`src/rtl/des_decrypt_core.sv`:
```
// Single-block DES decryption core, one Feistel round per clock.
// C/D rotate right each round, so the subkeys come out on the fly in the order K16..K1.
module des_decrypt_core (
    input  logic        clk,
    input  logic        rst_n,
    input  logic        in_valid,
    output logic        in_ready,
    input  logic [63:0] data_in,
    input  logic [63:0] key_in,
    output logic        out_valid,
    input  logic        out_ready,
    output logic [63:0] data_out,
    output logic        busy
);
    // state | meaning
    // IDLE  | waiting for a ciphertext/key pair, in_ready high
    // ROUND | one Feistel round per clock, cnt_q = round number - 1
    // DONE  | plaintext held on data_out until out_ready
    localparam logic [1:0] S_IDLE  = 2'd0;
    localparam logic [1:0] S_ROUND = 2'd1;
    localparam logic [1:0] S_DONE  = 2'd2;

    localparam int IP_T [64] = '{
        58, 50, 42, 34, 26, 18, 10, 2,  60, 52, 44, 36, 28, 20, 12, 4,
        62, 54, 46, 38, 30, 22, 14, 6,  64, 56, 48, 40, 32, 24, 16, 8,
        57, 49, 41, 33, 25, 17,  9, 1,  59, 51, 43, 35, 27, 19, 11, 3,
        61, 53, 45, 37, 29, 21, 13, 5,  63, 55, 47, 39, 31, 23, 15, 7};
    localparam int FP_T [64] = '{
        40, 8, 48, 16, 56, 24, 64, 32,  39, 7, 47, 15, 55, 23, 63, 31,
        38, 6, 46, 14, 54, 22, 62, 30,  37, 5, 45, 13, 53, 21, 61, 29,
        36, 4, 44, 12, 52, 20, 60, 28,  35, 3, 43, 11, 51, 19, 59, 27,
        34, 2, 42, 10, 50, 18, 58, 26,  33, 1, 41,  9, 49, 17, 57, 25};
    localparam int E_T [48] = '{
        32,  1,  2,  3,  4,  5,   4,  5,  6,  7,  8,  9,
         8,  9, 10, 11, 12, 13,  12, 13, 14, 15, 16, 17,
        16, 17, 18, 19, 20, 21,  20, 21, 22, 23, 24, 25,
        24, 25, 26, 27, 28, 29,  28, 29, 30, 31, 32,  1};
    localparam int P_T [32] = '{
        16,  7, 20, 21, 29, 12, 28, 17,   1, 15, 23, 26,  5, 18, 31, 10,
         2,  8, 24, 14, 32, 27,  3,  9,  19, 13, 30,  6, 22, 11,  4, 25};
    localparam int PC1_T [56] = '{
        57, 49, 41, 33, 25, 17,  9,   1, 58, 50, 42, 34, 26, 18,
        10,  2, 59, 51, 43, 35, 27,  19, 11,  3, 60, 52, 44, 36,
        63, 55, 47, 39, 31, 23, 15,   7, 62, 54, 46, 38, 30, 22,
        14,  6, 61, 53, 45, 37, 29,  21, 13,  5, 28, 20, 12,  4};
    localparam int PC2_T [48] = '{
        14, 17, 11, 24,  1,  5,   3, 28, 15,  6, 21, 10,
        23, 19, 12,  4, 26,  8,  16,  7, 27, 20, 13,  2,
        41, 52, 31, 37, 47, 55,  30, 40, 51, 45, 33, 48,
        44, 49, 39, 56, 34, 53,  46, 42, 50, 36, 29, 32};
    // Row-major: entry index = row * 16 + column.
    localparam int SBOX [8][64] = '{
        '{14, 4,13, 1, 2,15,11, 8, 3,10, 6,12, 5, 9, 0, 7,  0,15, 7, 4,14, 2,13, 1,10, 6,12,11, 9, 5, 3, 8,
           4, 1,14, 8,13, 6, 2,11,15,12, 9, 7, 3,10, 5, 0, 15,12, 8, 2, 4, 9, 1, 7, 5,11, 3,14,10, 0, 6,13},
        '{15, 1, 8,14, 6,11, 3, 4, 9, 7, 2,13,12, 0, 5,10,  3,13, 4, 7,15, 2, 8,14,12, 0, 1,10, 6, 9,11, 5,
           0,14, 7,11,10, 4,13, 1, 5, 8,12, 6, 9, 3, 2,15, 13, 8,10, 1, 3,15, 4, 2,11, 6, 7,12, 0, 5,14, 9},
        '{10, 0, 9,14, 6, 3,15, 5, 1,13,12, 7,11, 4, 2, 8, 13, 7, 0, 9, 3, 4, 6,10, 2, 8, 5,14,12,11,15, 1,
          13, 6, 4, 9, 8,15, 3, 0,11, 1, 2,12, 5,10,14, 7,  1,10,13, 0, 6, 9, 8, 7, 4,15,14, 3,11, 5, 2,12},
        '{ 7,13,14, 3, 0, 6, 9,10, 1, 2, 8, 5,11,12, 4,15, 13, 8,11, 5, 6,15, 0, 3, 4, 7, 2,12, 1,10,14, 9,
          10, 6, 9, 0,12,11, 7,13,15, 1, 3,14, 5, 2, 8, 4,  3,15, 0, 6,10, 1,13, 8, 9, 4, 5,11,12, 7, 2,14},
        '{ 2,12, 4, 1, 7,10,11, 6, 8, 5, 3,15,13, 0,14, 9, 14,11, 2,12, 4, 7,13, 1, 5, 0,15,10, 3, 9, 8, 6,
           4, 2, 1,11,10,13, 7, 8,15, 9,12, 5, 6, 3, 0,14, 11, 8,12, 7, 1,14, 2,13, 6,15, 0, 9,10, 4, 5, 3},
        '{12, 1,10,15, 9, 2, 6, 8, 0,13, 3, 4,14, 7, 5,11, 10,15, 4, 2, 7,12, 9, 5, 6, 1,13,14, 0,11, 3, 8,
           9,14,15, 5, 2, 8,12, 3, 7, 0, 4,10, 1,13,11, 6,  4, 3, 2,12, 9, 5,15,10,11,14, 1, 7, 6, 0, 8,13},
        '{ 4,11, 2,14,15, 0, 8,13, 3,12, 9, 7, 5,10, 6, 1, 13, 0,11, 7, 4, 9, 1,10,14, 3, 5,12, 2,15, 8, 6,
           1, 4,11,13,12, 3, 7,14,10,15, 6, 8, 0, 5, 9, 2,  6,11,13, 8, 1, 4,10, 7, 9, 5, 0,15,14, 2, 3,12},
        '{13, 2, 8, 4, 6,15,11, 1,10, 9, 3,14, 5, 0,12, 7,  1,15,13, 8,10, 3, 7, 4,12, 5, 6,11, 0,14, 9, 2,
           7,11, 4, 1, 9,12,14, 2, 0, 6,10,13,15, 3, 5, 8,  2, 1,14, 7, 4,10, 8,13,15,12, 9, 0, 3, 5, 6,11}};

    logic [1:0]  state_q, state_d;
    logic [3:0]  cnt_q, cnt_d;
    logic [31:0] l_q, l_d, r_q, r_d;
    logic [27:0] c_q, c_d, d_q, d_d;
    logic [63:0] dout_q, dout_d;
    logic        ovalid_q, ovalid_d;

    logic [63:0] ip_data, pre_out, fp_data;
    logic [55:0] pc1_key, cd_rot;
    logic [27:0] c_rot, d_rot;
    logic [47:0] subkey, e_r, s_in;
    logic [31:0] s_out, f_out;
    logic        parity_unused;

    // Parity bits never reach PC-1; folding them here keeps lint quiet about them.
    assign parity_unused = ^{key_in[56], key_in[48], key_in[40], key_in[32],
                             key_in[24], key_in[16], key_in[8],  key_in[0]};

    for (genvar g = 0; g < 64; g++) begin : g_ip_fp
        assign ip_data[63-g] = data_in[64-IP_T[g]];
        assign fp_data[63-g] = pre_out[64-FP_T[g]];
    end

    for (genvar g = 0; g < 56; g++) begin : g_pc1
        assign pc1_key[55-g] = key_in[64-PC1_T[g]];
    end

    for (genvar g = 0; g < 48; g++) begin : g_pc2_e
        assign subkey[47-g] = cd_rot[56-PC2_T[g]];
        assign e_r[47-g]    = r_q[32-E_T[g]];
    end

    assign s_in = e_r ^ subkey;

    // Box input b1..b6: row = {b1,b6}, column = b2..b5.
    for (genvar g = 0; g < 8; g++) begin : g_sbox
        localparam int HI = 47 - 6 * g;
        assign s_out[31-4*g -: 4] = 4'(SBOX[g][{s_in[HI], s_in[HI-5], s_in[HI-1 -: 4]}]);
    end

    for (genvar g = 0; g < 32; g++) begin : g_p
        assign f_out[31-g] = s_out[32-P_T[g]];
    end

    always_comb begin
        case (cnt_q)
            4'd0: begin
                c_rot = c_q;
                d_rot = d_q;
            end
            4'd1, 4'd8, 4'd15: begin
                c_rot = {c_q[0], c_q[27:1]};
                d_rot = {d_q[0], d_q[27:1]};
            end
            default: begin
                c_rot = {c_q[1:0], c_q[27:2]};
                d_rot = {d_q[1:0], d_q[27:2]};
            end
        endcase
    end

    assign cd_rot  = {c_rot, d_rot};
    // Final round leaves the halves swapped ahead of FP.
    assign pre_out = {l_q ^ f_out, r_q};

    always_comb begin
        state_d  = state_q;
        cnt_d    = cnt_q;
        l_d      = l_q;
        r_d      = r_q;
        c_d      = c_q;
        d_d      = d_q;
        dout_d   = dout_q;
        ovalid_d = ovalid_q;
        case (state_q)
            S_IDLE: begin
                if (in_valid) begin
                    l_d     = ip_data[63:32];
                    r_d     = ip_data[31:0];
                    c_d     = pc1_key[55:28];
                    d_d     = pc1_key[27:0];
                    cnt_d   = 4'd0;
                    state_d = S_ROUND;
                end
            end
            S_ROUND: begin
                l_d   = r_q;
                r_d   = l_q ^ f_out;
                c_d   = c_rot;
                d_d   = d_rot;
                cnt_d = cnt_q + 4'd1;
                if (cnt_q == 4'd15) begin
                    dout_d   = fp_data;
                    ovalid_d = 1'b1;
                    state_d  = S_DONE;
                end
            end
            S_DONE: begin
                if (out_ready) begin
                    ovalid_d = 1'b0;
                    state_d  = S_IDLE;
                end
            end
            default: state_d = S_IDLE;
        endcase
    end

    always_ff @(posedge clk or negedge rst_n) begin
        if (!rst_n) begin
            state_q  <= S_IDLE;
            cnt_q    <= 4'd0;
            l_q      <= '0;
            r_q      <= '0;
            c_q      <= '0;
            d_q      <= '0;
            dout_q   <= '0;
            ovalid_q <= 1'b0;
        end else begin
            state_q  <= state_d;
            cnt_q    <= cnt_d;
            l_q      <= l_d;
            r_q      <= r_d;
            c_q      <= c_d;
            d_q      <= d_d;
            dout_q   <= dout_d;
            ovalid_q <= ovalid_d;
        end
    end

    assign in_ready  = (state_q == S_IDLE);
    assign busy      = (state_q == S_ROUND) || (state_q == S_DONE);
    assign out_valid = ovalid_q;
    assign data_out  = dout_q;

endmodule

```
`config.mk`:
```
export PLATFORM = sky130hd
export DESIGN_NAME = des_decrypt_core
export DESIGN_NICKNAME = d
export VERILOG_FILES = /design/src/rtl/des_decrypt_core.sv
export SDC_FILE = /design/constraint.sdc
export NUM_CORES = 1
export LEC_CHECK = 0
export BUFFER_PORTS_ARGS = -buffer_cell sky130_fd_sc_hd__buf_2
export CAP_MARGIN = 20
export CORE_ASPECT_RATIO = 2
export CORE_UTILIZATION = 45
export DETAILED_ROUTE_END_ITERATION = 10
export PLACE_DENSITY = 0.69
export SYNTH_ARGS = -nofsm -noshare
export SYNTH_HDL_FRONTEND = slang
export SYNTH_SLANG_ARGS = --single-unit
```
`constraint.sdc`:
```
create_clock -name clk -period 7.9 [get_ports clk]
set_input_delay 0 -clock clk [delete_from_list [all_inputs] [get_ports clk]]
set_output_delay 0 -clock clk [all_outputs]
set_load 0.005 [all_outputs]
```
# [After elaboration in Yosys (flattened, before gate mapping)]
# Memories as Yosys holds them, arrays and structs flattened.
# Index checks and enable logic that the tools add are counted.
[classes] add_sub_neg=1 n_mul=0 div=0 n_lt_le_gt_ge=8 n_eq_ne=9 n_shift=0 muxes=35 n_bitwise=10 reduce_logical=11
[op_table] op="$pmux 28 s2" count=4
[op_table] op="$pmux 32 s2" count=2
[op_table] op="$mux 4" count=17
[op_table] op="$mux 32" count=2
[op_table] op="$ge 7x7->1 const B" count=8
[op_table] op="$mux 28" count=2
[op_table] op="$not 6->7" count=8
[op_table] op="$xor 48x48->48" count=1
[op_table] op="$xor 32x32->32" count=1
[op_table] op="$reduce_and 3->1" count=3
[op_table] op="$eq 4x4->1 const B" count=2
[op_table] op="$ne 2x2->1 const B" count=4
[op_table] op="$pmux 4 s2" count=1
[op_table] op="$mux 2" count=3
[op_table] op="$pmux 2 s3" count=1
[op_table] op="$add 4x1->4 const B" count=1
[op_table] op="$eq 4x1->1 const B" count=1
[op_table] op="$logic_not 4->1" count=1
[op_table] op="$reduce_and 2->1" count=2
[op_table] op="$reduce_bool 2->1" count=2
[op_table] op="$reduce_or 3->1" count=1
[op_table] op="$eq 2x1->1 const B" count=1
[op_table] op="$eq 2x2->1 const B" count=1
[op_table] op="$logic_not 2->1" count=1
[op_table] op="3 further kinds" count=4
[word_totals] regBits=191 latch_bits=0 mem_bits_rw=0 mem_bits_ro=16384 elab_cells=92 n_memories=8
[memory_table] name="(name not given)" words=64 word_bits=32 read_ports=1 rd_clocked_by_memory_dff=0 wr=0 line_no="107" rtl="assign s_out[31-4*g -: 4] = 4'(SBOX[g][{s_in[HI], s_in[HI-5], s_in[HI-1 -: 4]}]);"
[memory_table] name="(name not given)" words=64 word_bits=32 read_ports=1 rd_clocked_by_memory_dff=0 wr=0 line_no="107"
[memory_table] name="(name not given)" words=64 word_bits=32 read_ports=1 rd_clocked_by_memory_dff=0 wr=0 line_no="107"
[memory_table] name="(name not given)" words=64 word_bits=32 read_ports=1 rd_clocked_by_memory_dff=0 wr=0 line_no="107"
[memory_table] name="(name not given)" words=64 word_bits=32 read_ports=1 rd_clocked_by_memory_dff=0 wr=0 line_no="107"
[memory_table] name="(name not given)" words=64 word_bits=32 read_ports=1 rd_clocked_by_memory_dff=0 wr=0 line_no="107"
[memory_table] name="+2 memories"

# [Logic depth before layout (Yosys ltp)]
# Gate-level depths: netlist of run 1.
[depth] depth_word=10 mapped_depth=20 ltp_nobuf=17

# [Least setup slack after synthesis of run 1]
# Ideal clock, no wire load.
[synth_path] path_kind="reg2reg" start="reg cnt_q[0]" end="reg r_q[1]" t_arrival_ps=3715 required_ps=7796 slack_ps=4081 stages_incl_launch_ff=20 path_buffers=3 period_less_slack_ps=3819 cell_sequence="dfrtp_1 > inv_1 > ha_1 > buf_4 > clkbuf_1 > a22oi_1 > o22ai_1 > a31oi_1 > xnor2_1 > ha_1 > clkbuf_1 > nor2b_1 > o21ai_0 > o21ai_0 > a22oi_1 > o311ai_0 > o211ai_1 > nand4_1 > xnor2_1 > a221oi_1"
[synth_between] elab_chain_cells=10
[synth_rtl] item="from (decl)" line_no="71" rtl="logic [3:0] cnt_q, cnt_d;"
[synth_rtl] item="from (signal assigned)" line_no="189" rtl="cnt_q <= cnt_d;"
[synth_rtl] item="$eq 4x4->1 / $eq 4x1->1 (equally long branches)" line_no="115" rtl="case (cnt_q)"
[synth_rtl] item="$reduce_or 3->1" line_no="115"
[synth_rtl] item="$pmux 28 s2 (*)" line_no="115"
[synth_rtl] item="$xor 48x48->48 (*)" line_no="102" rtl="assign s_in = e_r ^ subkey;"
[synth_rtl] item="$not 6->7 (implied by the code) (*)" line_no="107"
[synth_rtl] item="$mem_v2 64x32 (*)"
[synth_rtl] item="$mux 4 (implied by the code) (*) (2 in a row)" line_no="107"
[synth_rtl] item="$xor 32x32->32 (*)" line_no="157" rtl="r_d = l_q ^ f_out;"
[synth_rtl] item="$pmux 32 s2 (*)" line_no="144" rtl="case (state_q)"
[synth_rtl] item="to (signal assigned)" line_no="191" rtl="r_q <= r_d;"
[synth_rtl] item="to (decl)" line_no="72" rtl="logic [31:0] l_q, l_d, r_q, r_d;"
# Every way passes the cells marked *; elsewhere a longest branch is shown, timed or not. The select of a mux whose other input is x is not followed.
# A chain may end at the register's enable or synchronous reset.

# [Worst setup path after layout of run 1]
[layout_path] start="reg cnt_q[3]" end="reg r_q[1]"
# Same word-level chain as after synthesis.

==> results.ini, run 1 <==
[run_status]
outcome=complete, but fails checks
violations=hold timing

[clocking]
clk_latency_ns=0.47
clockBufferDepth=2
cts.sinks=191
root_buffer=clkbuf_16
cts_resized=0
cts_tree=done
cts_max_level=4
clkTransAtPathRegs_ns=0.08
numCtsBuffers=17

[synth]
synth_edf_count=0
ys_async_sr_fraction_pct=100
synth_top_area_cell=dfrtp_1
synth_area_um2=16000
ys_warn_count=0
syn-num-nets=2017
ys_ff_latch=191
syn_area_per_cell_um2=8.79
synth-main-ff-cell=dfrtp_1
synth_top_family_by_area=compound AO/OA/AOI/OAI gates
synthAdderAreaFrac_pct=5.33
synthSimpleGateAreaFrac_pct=11.2
syn_inst=1817
synth.top_cell.area_share_pct=29.9
muxShareOfSynthArea_pct=6.02
synth_seq_area_share_pct=29.9
yosys.area_share.xor_xnor_pct=8.32
synth_cell_types=96
synth-compound-area-share_pct=33.0
ys_top_cells_by_area=dfrtp_1 30%, o22ai_1 5.4%, ha_1 5.3%

[die]
die_h_um=268
initial_core_util_pct=45.7
io_pins=199
die_area_um2=36300
core_um2=35000
fp-row-count=97
die_w_um=135

[timing]
rsz0062_at_grt=false
finalSetupTns_ns=0
finalMaxSlewViolations=0
hold_viol=1
timing.hold.ws_ns=-0.0108
setup_viol=0
worst-slew-pin-transition_ns=1.21
layout_setup_ws_ns=2.30
min_period_over_period_pct=70.9
period_minus_slack_ns=5.60
fmax_mhz=178
max-slew-margin-rel_pct=18.9
skew_ns=0.0144

[layout]
drive_gt1_share_pct=20.0
final_util_pct=54.0
final_cell_mix=191 x dfrtp_1, 189 x buf_2, 159 x nand2_1
final_common_cell=dfrtp_1
synthToLayoutAreaGrowth_pct=18.2
final_nets=2220

[critical_path]
crit_arrival_ns=5.90
max_stage_delay_ns=0.93
crit_path_end_kind=flop
crit_chain=nand3_2 -> a31oi_2 -> xor2_2 -> inv_2 -> ha_1 -> nor2b_1 -> o21ai_0 -> o21ai_0 -> a22oi_1 -> o311ai_0 -> o211ai_1 -> nand4_1 -> xnor2_1 -> a221oi_1
crit_slowest_cell=dfrtp_1
cp-start-kind=flop
crit_type=flop to flop
crit_top_cell=o21ai_0
critPathMaxFanout=25
required_ns=8.19

[drt]
vias=16500
routed_wl_um=63100
detail_route.first_pass.iterations=6
remaining_drc_errors=0
postRouteAntennaNets=0
drt-wirelength-per-cell_um=25.4
vias_per_cell=6.67
drt_iter0_drc=1573

[global_route]
grt_pass1_vias=16100
track_usage_pct=35.0
grt_max_degree=97
grt_pass1_wl_um=95700
antenna_found_initial=1
grt_overflow=0

[placement]
port_buffers=190
place_ws_ns=2.45
dp_hpwl_um=44400
gp_congestion=0.974

[run]
drv_cap=0

[worst_hold_path]
hold_path.class=input port to flop

-- routing by layer --
| metal | vias up | track usage (%) | part of all wire [%] |
|---|---|---|---|
| met4 | 0 | 27.9 | 8.9 |
| li1 | 7291 | - | - |
| met1 | 8048 | 36.9 | 34 |
| met3 | 254 | 5.38 | 6.3 |
| met5 | - | 0 | 0 |
| met2 | 953 | 61.2 | 51 |
-- registers in the layout, indices dropped and copies added (netlist names) --
signal     count
c_q           28
state_q        2
l_q           32
out_valid      1
r_q           32
cnt_q          4
d_q           28
data_out      64
-- through the flow --
stage	area [um2]	instances
5_1_grt	18900	2479
3_3_place_gp	17000	2322
2_1_floorplan	16000	1817
3_5_place_dp	17000	2322
6_report	18900	2479
4_1_cts	18800	2475
-- area by class of cell --
class,instances,area (um2)
fill,3223,16100
antenna,1,2.50
inverter,53,200
multi-input combinational,1405,10200
clock buffer,18,439
clock inverter,14,169
sequential,191,4780
timing repair buffer,352,2480
tap,445,557
-- worst paths after layout --
| path | start | end | slack, ns | cells after the start |
|---|---|---|---|---|
| setup / recovery | cnt_q[3] | r_q[1] | 2.30 | 14 |
| hold / removal | key_in[38] | c_q[15] | -0.01 | 4 |
| setup reg to reg | cnt_q[3] | r_q[1] | 2.30 | 14 |
| hold reg to reg | data_out[28] | data_out[28] | 0.48 | 2 |
| max in group asynchronous | rst_n | cnt_q[1] | 6.49 | 3 |
| min in group asynchronous | rst_n | data_out[3] | 0.11 | 2 |
-- Yosys cell counts (13+ instances only) --
master and n:
a31oi_1 26, mux2i_1 36, a22oi_1 55, inv_1 44, xor2_1 36, a211oi_1 17
o21ai_1 24, o22ai_1 137, nor3_1 29, ha_1 68, mux2_2 34, a221oi_1 49
nand3_1 35, o211ai_1 38, o22a_1 17, xnor2_2 15, nand2_1 162, clkbuf_1 100
buf_1 15, o21ai_0 94, xor2_2 13, buf_2 30, xnor2_1 58, o221ai_1 17
a21oi_1 109, dfrtp_1 191, nor2_1 126
-- critical path: cells and delay by family (launching register included) --
family                   cells  cell delay [ns]
AO/OA/AOI/OAI                7             1.57
XOR/XNOR                     2             1.05
adder cells (fa/ha/maj)      1             0.30
buffers and inverters        1             0.20
flip-flops                   1             0.93
AND/OR/NAND/NOR              3             1.36
-- kinds of logic (layout without fill, tap and decap cells) --
group / count (synthesis) / count (layout)
AOI/OAI and AO/OA: 726 / 726
and+or+nand+nor: 407 / 407
buffers and inverters: 221 / 437
DFF: 191 / 191
xor gates and xnor gates: 124 / 124
muxes: 80 / 80
adders and majority gates: 68 / 68
other: 0 / 1
-- what timing repair did --
| action | in CTS | in global routing |
|---|---|---|
| endpoints found under the hold margin | 192 | 0 |
| setup buffers | 0 | 0 |
| hold buffers | 121 | 0 |
Power of run 1 is not shown: default switching activity piles up to over one toggle a cycle in this logic, so the estimate is an artifact.
==> inputs of run 2 (changes only) <==
==> constraint.sdc (replaced) <==
create_clock -name clk -period 5.3 [get_ports clk]
set_input_delay 0 -clock clk [delete_from_list [all_inputs] [get_ports clk]]
set_output_delay 0 -clock clk [all_outputs]
set_load 0.005 [all_outputs]
==> run 2 against run 1 <==
The run now ends clean. Core utilization grew 0.70 points. Hold slack better by 0.067 ns. First-iteration DRC count up 1.1%. Final area rose by 1.3%. Clock-buffer cell count shrank 1. Die area unchanged. Critical path depth increased by 1. Maximum frequency increased by 17%.
==> results.ini, run 2 (synthesis results as in run 1) <==
[worst_hold_path]
min_from=data_in[57]
hold_path.class=input port to flop

[drt]
wl_met3_um=3810
detail_route.first_pass.iterations=6
drt-wirelength-per-cell_um=24.9
postRouteAntennaNets=0
wl_met2_um=31500
vias=16600
remaining_drc_errors=0
top_layer_used=met4
vias_per_cell=6.62
wl_met1_um=21200
routed_wl_um=62300
drt_iter0_drc=1591

[die]
die_area_um2=36300
core_um2=35000
die_w_um=135
die_h_um=268
io_pins=199
initial_core_util_pct=45.7
fp-row-count=97

[timing]
fmax_mhz=208
hold_viol=0
max-slew-margin-rel_pct=30.3
worst-slew-pin-transition_ns=1.04
period_minus_slack_ns=4.80
finalMaxSlewViolations=0
rsz0062_at_grt=false
min_period_over_period_pct=90.5
setup_viol=0
skew_ns=0.0168
finalSetupTns_ns=0

[layout]
diodes=0
fin_area_um2=19100
final_cell_mix=191 x dfrtp_1, 189 x buf_2, 159 x nand2_1
final_common_cell=dfrtp_1
final_nets=2246
synthToLayoutAreaGrowth_pct=19.7
fillers=3230
largest_reg_flops=64
drive_gt1_share_pct=20.9

[critical_path]
r2r_cells=15
endpoint=r_q[20]
r2r-end=r_q[20]
reg2reg_from=cnt_q[0]
cp-start-kind=flop
required_ns=5.62
crit_path_start=cnt_q[0]
r2r_slack_ns=0.50
crit_path_end_kind=flop
critPathMaxFanout=16
crit_arrival_ns=5.12
crit_type=flop to flop

[global_route]
grt_pass1_wl_um=94000
antenna_found_initial=0
track_usage_pct=34.4
grt_max_degree=87
grt_pass1_vias=16200
grt_overflow=0

[clocking]
cts_max_level=4
root_buffer=clkbuf_16
post_cts_buffers=0
numCtsBuffers=17
clockBufferDepth=2
cts_tree=done
clk_latency_ns=0.47
clkTransAtPathRegs_ns=0.08
cts.sinks=191

[placement]
gp_congestion=0.985
dp_hpwl_um=44600
port_buffers=190
place_area_um2=17200

[run_status]
outcome=complete, no violations

[run]
drv_cap=0

[run 2: layout make-up]
type                       instances  area, um2  area share [%]
multi-input combinational       1405      10300            53.6
tap                              445        557            2.91
sequential                       191       4780            25.0
clock inverter                    14        196            1.03
clock buffer                      17        425            2.23
inverter                          53        200            1.05
timing repair buffer             378       2700            14.1
[run 2: stage by stage]
| stage | utilization [%] | hold slack, ns | setup slack, ns | std cells |
|---|---|---|---|---|
| floorplan | - | -0.296 | 1.48 | 1817 |
| global placement | 49.3 | 0.0935 | 0.621 | 2348 |
| detailed placement | 49.3 | 0.113 | 0.483 | 2348 |
| global route | 54.7 | 0.0668 | 0.204 | 2503 |
| finish | 54.7 | 0.0567 | 0.501 | 2503 |
| CTS | 54.6 | 0.0456 | 0.463 | 2502 |
[run 2: how the worst min path moves through the flow]
stage                         to  depth (start not counted)  slack [ns]
global route              r_q[0]                          3        0.07
detailed placement  data_out[11]                          1        0.11
finish                    r_q[0]                          3        0.06
floorplan                 c_q[0]                          0       -0.30
global placement     data_out[0]                          1        0.09
CTS                       r_q[0]                          3        0.05
[run 2: what timing repair did]
action	in CTS	in global routing
hold endpoints to repair	206	0
gates resized for setup	0	1
setup endpoints to repair	0	1
hold buffers	123	0
[run 2: layer usage]
metal,vias to the layer above,track usage (%)
li1,7364,-
met4,0,29.2
met1,8041,35.8
met5,-,0
met2,908,60.3
met3,258,4.90
[run 2: critical path, cell delays in order, from the launching register on]
cell and delay, ns:
dfrtp_1 0.44, inv_1 0.07, ha_1 0.39, mux2_4 0.44, o2bb2ai_1 0.16, buf_4 0.19, a22o_1 0.18, a21oi_1 0.55
xnor2_2 0.29, ha_1 0.56, nand2b_1 0.17, a21boi_0 0.23, a221oi_1 0.13, a311oi_1 0.48, xor2_1 0.22, o221ai_1 0.14
Power of run 2 is left out for the same reason.
==> inputs of run 3 (changes only) <==
--- a/config.mk
+++ b/config.mk
@@ -11,6 +11,7 @@
 export CORE_UTILIZATION = 45
 export DETAILED_ROUTE_END_ITERATION = 10
 export PLACE_DENSITY = 0.69
+export REMOVE_ABC_BUFFERS = 1
 export SYNTH_ARGS = -nofsm -noshare
 export SYNTH_HDL_FRONTEND = slang
 export SYNTH_SLANG_ARGS = --single-unit
==> run 3 against run 2 <==
Clock skew down 0.0076 ns. First-iteration DRC count down 14%. Clock-buffer cell count up 1. Non-clock buffer count down 5. Die area unchanged. Sequential cell count unchanged. Critical path type unchanged. Final cell count down 0.20%.
==> results.ini, run 3 (synthesis results as in run 1) <==
[clocking]
hold_buffers=120
cts.sinks=191
clockBufferDepth=2
clkTransAtPathRegs_ns=0.07
post_cts_buffers=0
clk_latency_ns=0.46
numCtsBuffers=17
root_buffer=clkbuf_16
cts_max_level=4
cts_resized=0
cts_tree=done

[drt]
remaining_drc_errors=0
postRouteAntennaNets=0
drt-wirelength-per-cell_um=24.2
vias_per_cell=6.59
routed_wl_um=60400
detail_route.first_pass.iterations=8
drt_iter0_drc=1367
vias=16500

[critical_path]
endpoint=r_q[18]
r2r_cells=15
cp-start-kind=flop
crit_path_end_kind=flop
required_ns=5.64
r2r-end=r_q[18]
crit_path_start=cnt_q[0]
crit_type=flop to flop
max_stage_delay_ns=0.62
crit_slowest_cell=ha_1
r2r_slack_ns=0.55
crit_arrival_ns=5.09
reg2reg_from=cnt_q[0]
crit_chain=inv_1 -> ha_1 -> inv_1 -> a21o_4 -> buf_4 -> a31oi_2 -> xnor2_2 -> inv_2 -> ha_1 -> or3_1 -> a211o_1 -> a31oi_1 -> a21oi_1 -> xnor2_1 -> a221oi_1
critPathMaxFanout=23

[die]
fp-row-count=97
io_pins=199
core_um2=35000
initial_core_util_pct=45.7
die_h_um=268
die_area_um2=36300
die_w_um=135

[timing]
max-slew-margin-rel_pct=24.9
timing.hold.ws_ns=0.00980
period_minus_slack_ns=4.75
fmax_mhz=211
finalMaxSlewViolations=0
finalSetupTns_ns=0
setup_viol=0
worst-slew-pin-transition_ns=1.11
layout_setup_ws_ns=0.553
hold_viol=0
skew_ns=0.00927
rsz0062_at_grt=false
min_period_over_period_pct=89.6

[worst_hold_path]
hold_path.class=input port to flop

[placement]
dp_hpwl_um=41600
gp_congestion=0.948
place_ws_ns=0.657
port_buffers=190
place_area_um2=17200

[layout]
final_cell_mix=191 x dfrtp_1, 189 x buf_2, 159 x nand2_1
largest_reg_flops=64
fin_area_um2=19000
drive_gt1_share_pct=20.7
synthToLayoutAreaGrowth_pct=19.2
final_nets=2241
final_common_cell=dfrtp_1

[global_route]
grt_pass1_wl_um=91800
track_usage_pct=33.3
antenna_found_initial=2
grt_pass1_vias=16200
grt_max_degree=92
grt_overflow=0

[run_status]
outcome=complete, no violations

[run]
drv_cap=0

==> run 3: cell types whose count changed in the layout (fill, tap and decap cells not counted), moves of 2 or more <==
cell | previous run | this run
inv_8 | 2 | 0
clkinv_4 | 1 | 3
diode_2 | 0 | 2
dlygate4sd3_1 | 123 | 120
clkinv_8 | 4 | 1
inv_6 | 4 | 2
==> run 3: worst min path at each step <==
stage / from / to / cells past startpoint
2_1_floorplan: rst_n / c_q[0] / 0
3_3_place_gp: rst_n / data_out[56] / 1
3_5_place_dp: rst_n / data_out[56] / 1
4_1_cts: out_ready / state_q[0] / 4
5_1_grt: key_in[15] / c_q[26] / 4
6_report: out_ready / state_q[0] / 4
==> run 3: routing by layer <==
layer	GRT usage [%]	routed length [um]
met1	35.3	21200
met2	58.1	30700
met5	0	0
met4	27.5	5180
met3	4.55	3330
==> run 3: layout make-up <==
class	instances	area (um2)
Antenna cell	2	5.00
Multi-Input combinational cell	1405	10200
Timing Repair Buffer	373	2650
Fill cell	3256	15900
Tap cell	445	557
Sequential cell	191	4780
Clock inverter	11	163
Clock buffer	18	429
Inverter	53	200
==> run 3: worst max-delay path: cells and delay by family (launching register included) <==
family                   cells  cell delay [ns]
AO/OA/AOI/OAI                6             1.64
XOR/XNOR                     2             0.42
adder cells (fa/ha/maj)      2             0.90
buffers and inverters        4             0.77
flip-flops                   1             0.44
AND/OR/NAND/NOR              1             0.46
==> run 3: through the flow <==
step	std cells	utilization (%)
2_1_floorplan	1649	-
3_3_place_gp	2345	49.3
3_5_place_dp	2345	49.3
4_1_cts	2494	54.4
5_1_grt	2498	54.4
6_report	2498	54.4
Power of run 3 is left out for the same reason.
